## src/rtl/writeback_queue_pkg.sv

```systemverilog
// -----------------------------------------------------------------------------
// writeback_queue_pkg
// Shared register-file constants for the writeback queue and its forwarding
// selector: register address width, data width and the default queue depth.
// -----------------------------------------------------------------------------
package writeback_queue_pkg;

    localparam int REG_ADDR_W        = 5;
    localparam int REG_DATA_W        = 32;
    localparam int WBQ_DEPTH_DEFAULT = 4;

endpackage : writeback_queue_pkg

```

## src/rtl/writeback_queue_match.sv

```systemverilog
// -----------------------------------------------------------------------------
// wbq_match
// Combinational newest-match forwarding selector for one register read port.
// Entries arrive ordered by age (index 0 = oldest, i.e. the queue head), so the
// highest-indexed valid entry whose address matches wins. Register 0 always
// reads as zero.
//
// Ports
//   rd_addr_i    operand register address
//   rf_data_i    register-file read data for rd_addr_i
//   ent_valid_i  per-entry valid, age ordered
//   ent_addr_i   per-entry destination address, age ordered
//   ent_data_i   per-entry destination value, age ordered
//   fwd_data_o   operand value including pending writes
// -----------------------------------------------------------------------------
module wbq_match
    import writeback_queue_pkg::*;
#(
    parameter int DEPTH = WBQ_DEPTH_DEFAULT
) (
    input  logic [REG_ADDR_W-1:0] rd_addr_i,
    input  logic [REG_DATA_W-1:0] rf_data_i,
    input  logic [DEPTH-1:0]      ent_valid_i,
    input  logic [REG_ADDR_W-1:0] ent_addr_i [DEPTH],
    input  logic [REG_DATA_W-1:0] ent_data_i [DEPTH],
    output logic [REG_DATA_W-1:0] fwd_data_o
);

    logic [REG_DATA_W-1:0] sel_data_s;

    // Scan oldest to newest so that the newest matching entry overrides older ones.
    always_comb begin
        sel_data_s = rf_data_i;
        for (int i = 0; i < DEPTH; i++) begin
            if (ent_valid_i[i] && (ent_addr_i[i] == rd_addr_i)) begin
                sel_data_s = ent_data_i[i];
            end else begin
                sel_data_s = sel_data_s;
            end
        end
    end

    // Register 0 is hard-wired to zero regardless of register-file contents.
    always_comb begin
        if (rd_addr_i == {REG_ADDR_W{1'b0}}) begin
            fwd_data_o = {REG_DATA_W{1'b0}};
        end else begin
            fwd_data_o = sel_data_s;
        end
    end

endmodule : wbq_match

```

## src/rtl/writeback_queue.sv

```systemverilog
// -----------------------------------------------------------------------------
// writeback_queue
// Circular FIFO of pending register-file writes. The head entry drains to the
// register file whenever the queue is non-empty and not stalled; every pending
// entry is visible to the operand forwarding paths so reads see the newest
// queued value. Writes to register 0 are accepted but dropped.
//
// Ports
//   clock, resetn               clock, asynchronous active-low reset
//   in_valid/in_ready           producer handshake
//   in_addr/in_data             destination register and value
//   stall                       inhibits draining this cycle
//   RegWrite/WriteRegister/
//   WriteData                   register-file write port
//   ReadRegister1/2, rf_data1/2 operand addresses and register-file read data
//   fwd_data1/2                 forwarded operand values
//   count                       occupied entries
// -----------------------------------------------------------------------------
module writeback_queue
    import writeback_queue_pkg::*;
#(
    parameter int DEPTH = WBQ_DEPTH_DEFAULT
) (
    input  logic                      clock,
    input  logic                      resetn,
    input  logic                      in_valid,
    output logic                      in_ready,
    input  logic [REG_ADDR_W-1:0]     in_addr,
    input  logic [REG_DATA_W-1:0]     in_data,
    input  logic                      stall,
    output logic                      RegWrite,
    output logic [REG_ADDR_W-1:0]     WriteRegister,
    output logic [REG_DATA_W-1:0]     WriteData,
    input  logic [REG_ADDR_W-1:0]     ReadRegister1,
    input  logic [REG_ADDR_W-1:0]     ReadRegister2,
    input  logic [REG_DATA_W-1:0]     rf_data1,
    input  logic [REG_DATA_W-1:0]     rf_data2,
    output logic [REG_DATA_W-1:0]     fwd_data1,
    output logic [REG_DATA_W-1:0]     fwd_data2,
    output logic [$clog2(DEPTH):0]    count
);

    localparam int PW = $clog2(DEPTH);
    localparam int CW = PW + 1;

    logic [PW-1:0]         head_q, head_d;
    logic [PW-1:0]         tail_q, tail_d;
    logic [CW-1:0]         count_q, count_d;
    logic                  ready_q;
    logic [REG_ADDR_W-1:0] addr_q [DEPTH];
    logic [REG_DATA_W-1:0] data_q [DEPTH];

    logic                  push_s;
    logic                  enq_s;
    logic                  pop_s;
    logic [PW-1:0]         slot_s;
    logic [DEPTH-1:0]      ord_valid_s;
    logic [REG_ADDR_W-1:0] ord_addr_s [DEPTH];
    logic [REG_DATA_W-1:0] ord_data_s [DEPTH];

    // Accepted register-0 writes complete immediately and never occupy an entry.
    assign push_s   = in_valid & ready_q;
    assign enq_s    = push_s & (in_addr != {REG_ADDR_W{1'b0}});
    assign pop_s    = (count_q != {CW{1'b0}}) & ~stall;

    assign in_ready = ready_q;
    assign RegWrite = pop_s;
    assign count    = count_q;

    // Head entry drives the register-file write port; zero when empty.
    always_comb begin
        if (count_q != {CW{1'b0}}) begin
            WriteRegister = addr_q[head_q];
            WriteData     = data_q[head_q];
        end else begin
            WriteRegister = {REG_ADDR_W{1'b0}};
            WriteData     = {REG_DATA_W{1'b0}};
        end
    end

    // Pointer and occupancy next state; pointers wrap naturally at DEPTH (power of two).
    always_comb begin
        head_d  = head_q;
        tail_d  = tail_q;
        count_d = count_q;
        if (pop_s) begin
            head_d = head_q + PW'(1);
        end else begin
            head_d = head_q;
        end
        if (enq_s) begin
            tail_d = tail_q + PW'(1);
        end else begin
            tail_d = tail_q;
        end
        case ({enq_s, pop_s})
            2'b10:   count_d = count_q + CW'(1);
            2'b01:   count_d = count_q - CW'(1);
            default: count_d = count_q;
        endcase
    end

    // State registers; in_ready is registered so it stays low until the first edge after reset.
    always_ff @(posedge clock or negedge resetn) begin
        if (!resetn) begin
            head_q  <= {PW{1'b0}};
            tail_q  <= {PW{1'b0}};
            count_q <= {CW{1'b0}};
            ready_q <= 1'b0;
        end else begin
            head_q  <= head_d;
            tail_q  <= tail_d;
            count_q <= count_d;
            ready_q <= (count_d < CW'(DEPTH));
        end
    end

    // Entry storage in flip-flops so every slot is visible to forwarding.
    always_ff @(posedge clock or negedge resetn) begin
        if (!resetn) begin
            for (int i = 0; i < DEPTH; i++) begin
                addr_q[i] <= {REG_ADDR_W{1'b0}};
                data_q[i] <= {REG_DATA_W{1'b0}};
            end
        end else if (enq_s) begin
            addr_q[tail_q] <= in_addr;
            data_q[tail_q] <= in_data;
        end
    end

    // Rotate storage into age order (index 0 = head) for the forwarding selectors.
    always_comb begin
        slot_s = {PW{1'b0}};
        for (int i = 0; i < DEPTH; i++) begin
            slot_s         = head_q + PW'(i);
            ord_addr_s[i]  = addr_q[slot_s];
            ord_data_s[i]  = data_q[slot_s];
            ord_valid_s[i] = (CW'(i) < count_q);
        end
    end

    wbq_match #(.DEPTH(DEPTH)) u_match1 (
        .rd_addr_i   (ReadRegister1),
        .rf_data_i   (rf_data1),
        .ent_valid_i (ord_valid_s),
        .ent_addr_i  (ord_addr_s),
        .ent_data_i  (ord_data_s),
        .fwd_data_o  (fwd_data1)
    );

    wbq_match #(.DEPTH(DEPTH)) u_match2 (
        .rd_addr_i   (ReadRegister2),
        .rf_data_i   (rf_data2),
        .ent_valid_i (ord_valid_s),
        .ent_addr_i  (ord_addr_s),
        .ent_data_i  (ord_data_s),
        .fwd_data_o  (fwd_data2)
    );

endmodule : writeback_queue

```

## config.mk

```make
export PLATFORM = sky130hd
export DESIGN_NAME = writeback_queue
export DESIGN_NICKNAME = d
export VERILOG_FILES = /design/src/rtl/writeback_queue_pkg.sv /design/src/rtl/writeback_queue_match.sv /design/src/rtl/writeback_queue.sv
export SDC_FILE = /design/constraint.sdc
export NUM_CORES = 1
export LEC_CHECK = 0
export ABC_AREA = 1
export CAP_MARGIN = 25
export CORE_MARGIN = 2
export CORE_UTILIZATION = 35
export DETAILED_ROUTE_END_ITERATION = 6
export PLACE_DENSITY = 0.55
export SYNTH_ARGS = -nofsm -noshare
export SYNTH_HDL_FRONTEND = slang
export SYNTH_SLANG_ARGS = --single-unit
```

## constraint.sdc

```tcl
create_clock -name clock -period 2.85 [get_ports clock]
set_clock_uncertainty 0.2 [all_clocks]
set_input_delay 0.4275 -clock clock [delete_from_list [all_inputs] [get_ports clock]]
set_output_delay 0.4275 -clock clock [all_outputs]
set_load 0.005 [all_outputs]
```

==> results.md <==
- Final HPWL DP: 49.1 mm
- Synthesized netlist cell count: 2367
- Tmin final: 3.64 ns
- CTS max path bufs: 2
- Mapped Nets: 2492
- Leakage: 10.9 nW
- Outcome: complete, but fails checks
- # setup viols final: 100
- Average cell area after synthesis: 5.86 sq um
- Synthesis Warnings: 0
- Seq/Total Area, Yosys: 28.1%
- Initial antenna violation count: 1
- Post-synthesis compound-gate area fraction: 19.3%
- Final WS setup: -0.792 ns
- Worst path arrival time: 3.01 ns
- Synth Flop Type: dfrtp_1
- Critical Path Fanout Max: 11
- Starting Density: 35.7%
- VDD IR max: 656 uV
- All-Layer GR Usage: 29.9%
- Yosys top cell by area: dfrtp_1
- Clock tree root buffer cell: clkbuf_16
- Post-Place Cells: 3231
- Count of final hold-check violations: 0
- Vias in the first global route: 15382
- Combinational family with the most area after synthesis: simple AND/OR/NAND/NOR gates
- Nets@finish: 2948
- Async S/R FF share, synth: 100%
- DIE AREA: 0.0412 sq mm
- Post-Synth Simple-Gate Area: 39.1%
- Most common cell in the netlist: nand2_1
- Core ar.: 0.0389 sq mm
- Area contributors post-synth: dfrtp_1, nand2_1, o21ai_0
- Fmax: 275 MHz
- Via density: 5.28
- DP Area: 0.0186 sq mm
- Worst Tran Pin Value: 0.864 ns
- Synth Cell Area: 0.0139 sq mm
- Clock Latency Late Sink: 0.42 ns
- Slew HR: 41.8%
- CTS tree: built
- Ports: 221
- CP required: 2.22 ns
- Share of the synthesized area in the top cell type: 28.1%
- Top cells by count, synth: nand2_1, o21ai_0, nor2_1
- DR WL/cell: 20.0 um
- Post-synthesis cell type count: 36
- DR iter-0 viols: 2062
- Mux contribution to synthesized area: 0%
- Register bit total from synthesis: 156
- Remaining DRCs: 0
- Final WL: 67.2 mm
- # port buffers: 220
- CP endpoint kind: primary output
- Violated checks: negative setup slack
- Area grow syn2layout: 57.3%
- Total congestion overflow: 0
- Overall Power: 29.2 mW
- Sink Count: 156
- Kind of critical path: flip-flop to primary output
- H-tree levels: 4
- Drt first pass iters: 7
- Max_cap viols: 0
- Share of cells above drive strength 1: 29.9%
- RePlAce Congestion: 0.980
- Detail Route Antenna Nets: 0
- Post-Synth Adder-Cell Area: 0.902%
- Largest net degree at the start of global routing: 125
- Reg clk slew, reported paths: 0.06 ns
- Fin cells: 3353
- Die Span X: 203 um
- Via count: 17703
- TritonCTS buffer count: 17
- XOR/XNOR Fraction of Synth Area: 0.568%
- Design area: 0.0218 sq mm
- Worst hold path type: flip-flop to flip-flop
- Startpoint types: flip-flop
- Final Slew Violations: 0
- First-pass GRT wire length: 94.0 mm
- Die Height: 203 um
- # rows: 72
- Number of synthesized flops with an enable pin: 0
- Final worst-path cycle share: 128%
- Pwr per Cell Area: 1340 mW/mm^2
- RSZ-0062 raised after global routing: true
[power by group]
group	switching [mW]	total [mW]	internal (mW)	leakage, nW
Combinational	13.4	23.0	9.65	8.66
Sequential	0.883	4.11	3.22	1.96
Clock	0.864	2.07	1.20	0.258
[final timing paths]
path | endpoint | depth (start not counted) | start | slack, ns
max | fwd_data2[19] | 16 | head_q[0]$_DFFE_PN0P_ | -0.79
min | data_q[83]$_DFFE_PN0P_ | 2 | data_q[83]$_DFFE_PN0P_ | 0.28
max reg2reg | count[2]$_DFF_PN0_ | 14 | count[0]$_DFFE_PN0P_ | 0.40
min reg2reg | data_q[83]$_DFFE_PN0P_ | 2 | data_q[83]$_DFFE_PN0P_ | 0.28
max in group asynchronous | head_q[0]$_DFFE_PN0P_ | 3 | resetn | 1.23
min in group asynchronous | tail_q[1]$_DFFE_PN0P_ | 2 | resetn | 0.40
[through the flow]
stage	hold WS, ns	worst slack [ns]	setup TNS, ns	utilization [%]
2_1_floorplan	-0.0681	0.364	0	-
3_3_place_gp	0.266	-1.05	-49.70	47.9
3_5_place_dp	0.273	-1.05	-50.59	47.9
4_1_cts	0.288	-1.07	-68.48	50.7
5_1_grt	0.306	-0.918	-71.18	56.1
6_report	0.285	-0.792	-59.13	56.1
[cell families after synthesis]
| kind of cell | after synthesis |
|---|---|
| AND/OR/NAND/NOR | 1306 |
| AO/OA/AOI/OAI | 505 |
| buffers and inverters | 381 |
| flip-flops | 156 |
| adder cells (fa/ha/maj) | 10 |
| XOR/XNOR | 9 |
[worst max-delay path: stages, from the launching register on]
cell and delay, ns:
dfrtp_4 0.50, buf_12 0.16, clkinv_8 0.08, nand2_8 0.06, nand2_8 0.10, buf_6 0.14, nand3_2 0.11, nand3_2 0.09
nand2_2 0.08, nor2_8 0.14, nand3_4 0.17, buf_6 0.17, clkbuf_16 0.16, nand3_1 0.15, nand3_2 0.10, a21oi_2 0.21
buf_2 0.16
[timing repair]
action / CTS / global route
pin swaps: 29 / 143
endpoints found under the hold margin: 64 / 0
gates resized for setup: 278 / 498
hold buffers: 1 / 0
gates cloned: 5 / 24
endpoints found under the setup margin: 101 / 102
setup buffers: 10 / 55
[cells in the final DEF (no fill, tap or decap), drive strengths merged]
cell	n
a21boi	1
a21oi	68
a22o	1
buf	428
bufinv	1
clkbuf	42
clkdlybuf4s15	2
clkdlybuf4s50	154
clkinv	8
clkinvlp	2
dfrtp	156
diode	1
dlygate4sd3	1
ha	10
inv	210
nand2	791
nand3	142
nand3b	1
nand4	77
nor2	285
nor3	5
o211ai	3
o21ai	431
o221ai	1
or2	5
xor2	9
[per-layer routing]
metal	routed length, um	GRT usage (%)	part of all wire (%)
met5	0	0	0
met4	1200	4.22	1.8
met3	7180	7.43	11
met2	25900	38.9	39
met1	32900	48.8	49
[flip-flops by register name, indices dropped and copies added (netlist names)]
register / flops
head_q: 2
in_ready: 1
addr_q: 20
tail_q: 2
count: 3
data_q: 128
[layout make-up]
| class | count | area [sq um] |
|---|---|---|
| diodes | 1 | 2.50 |
| clock buffers | 21 | 450 |
| clock inverters | 9 | 75.1 |
| fillers | 3852 | 17100 |
| inverters | 211 | 820 |
| multi-input cells | 1830 | 9850 |
| flip-flops and latches | 156 | 3910 |
| well taps | 518 | 648 |
| repair buffers | 606 | 6060 |
| repair inverters | 1 | 11.3 |
Power figures use the tool's default switching activity.
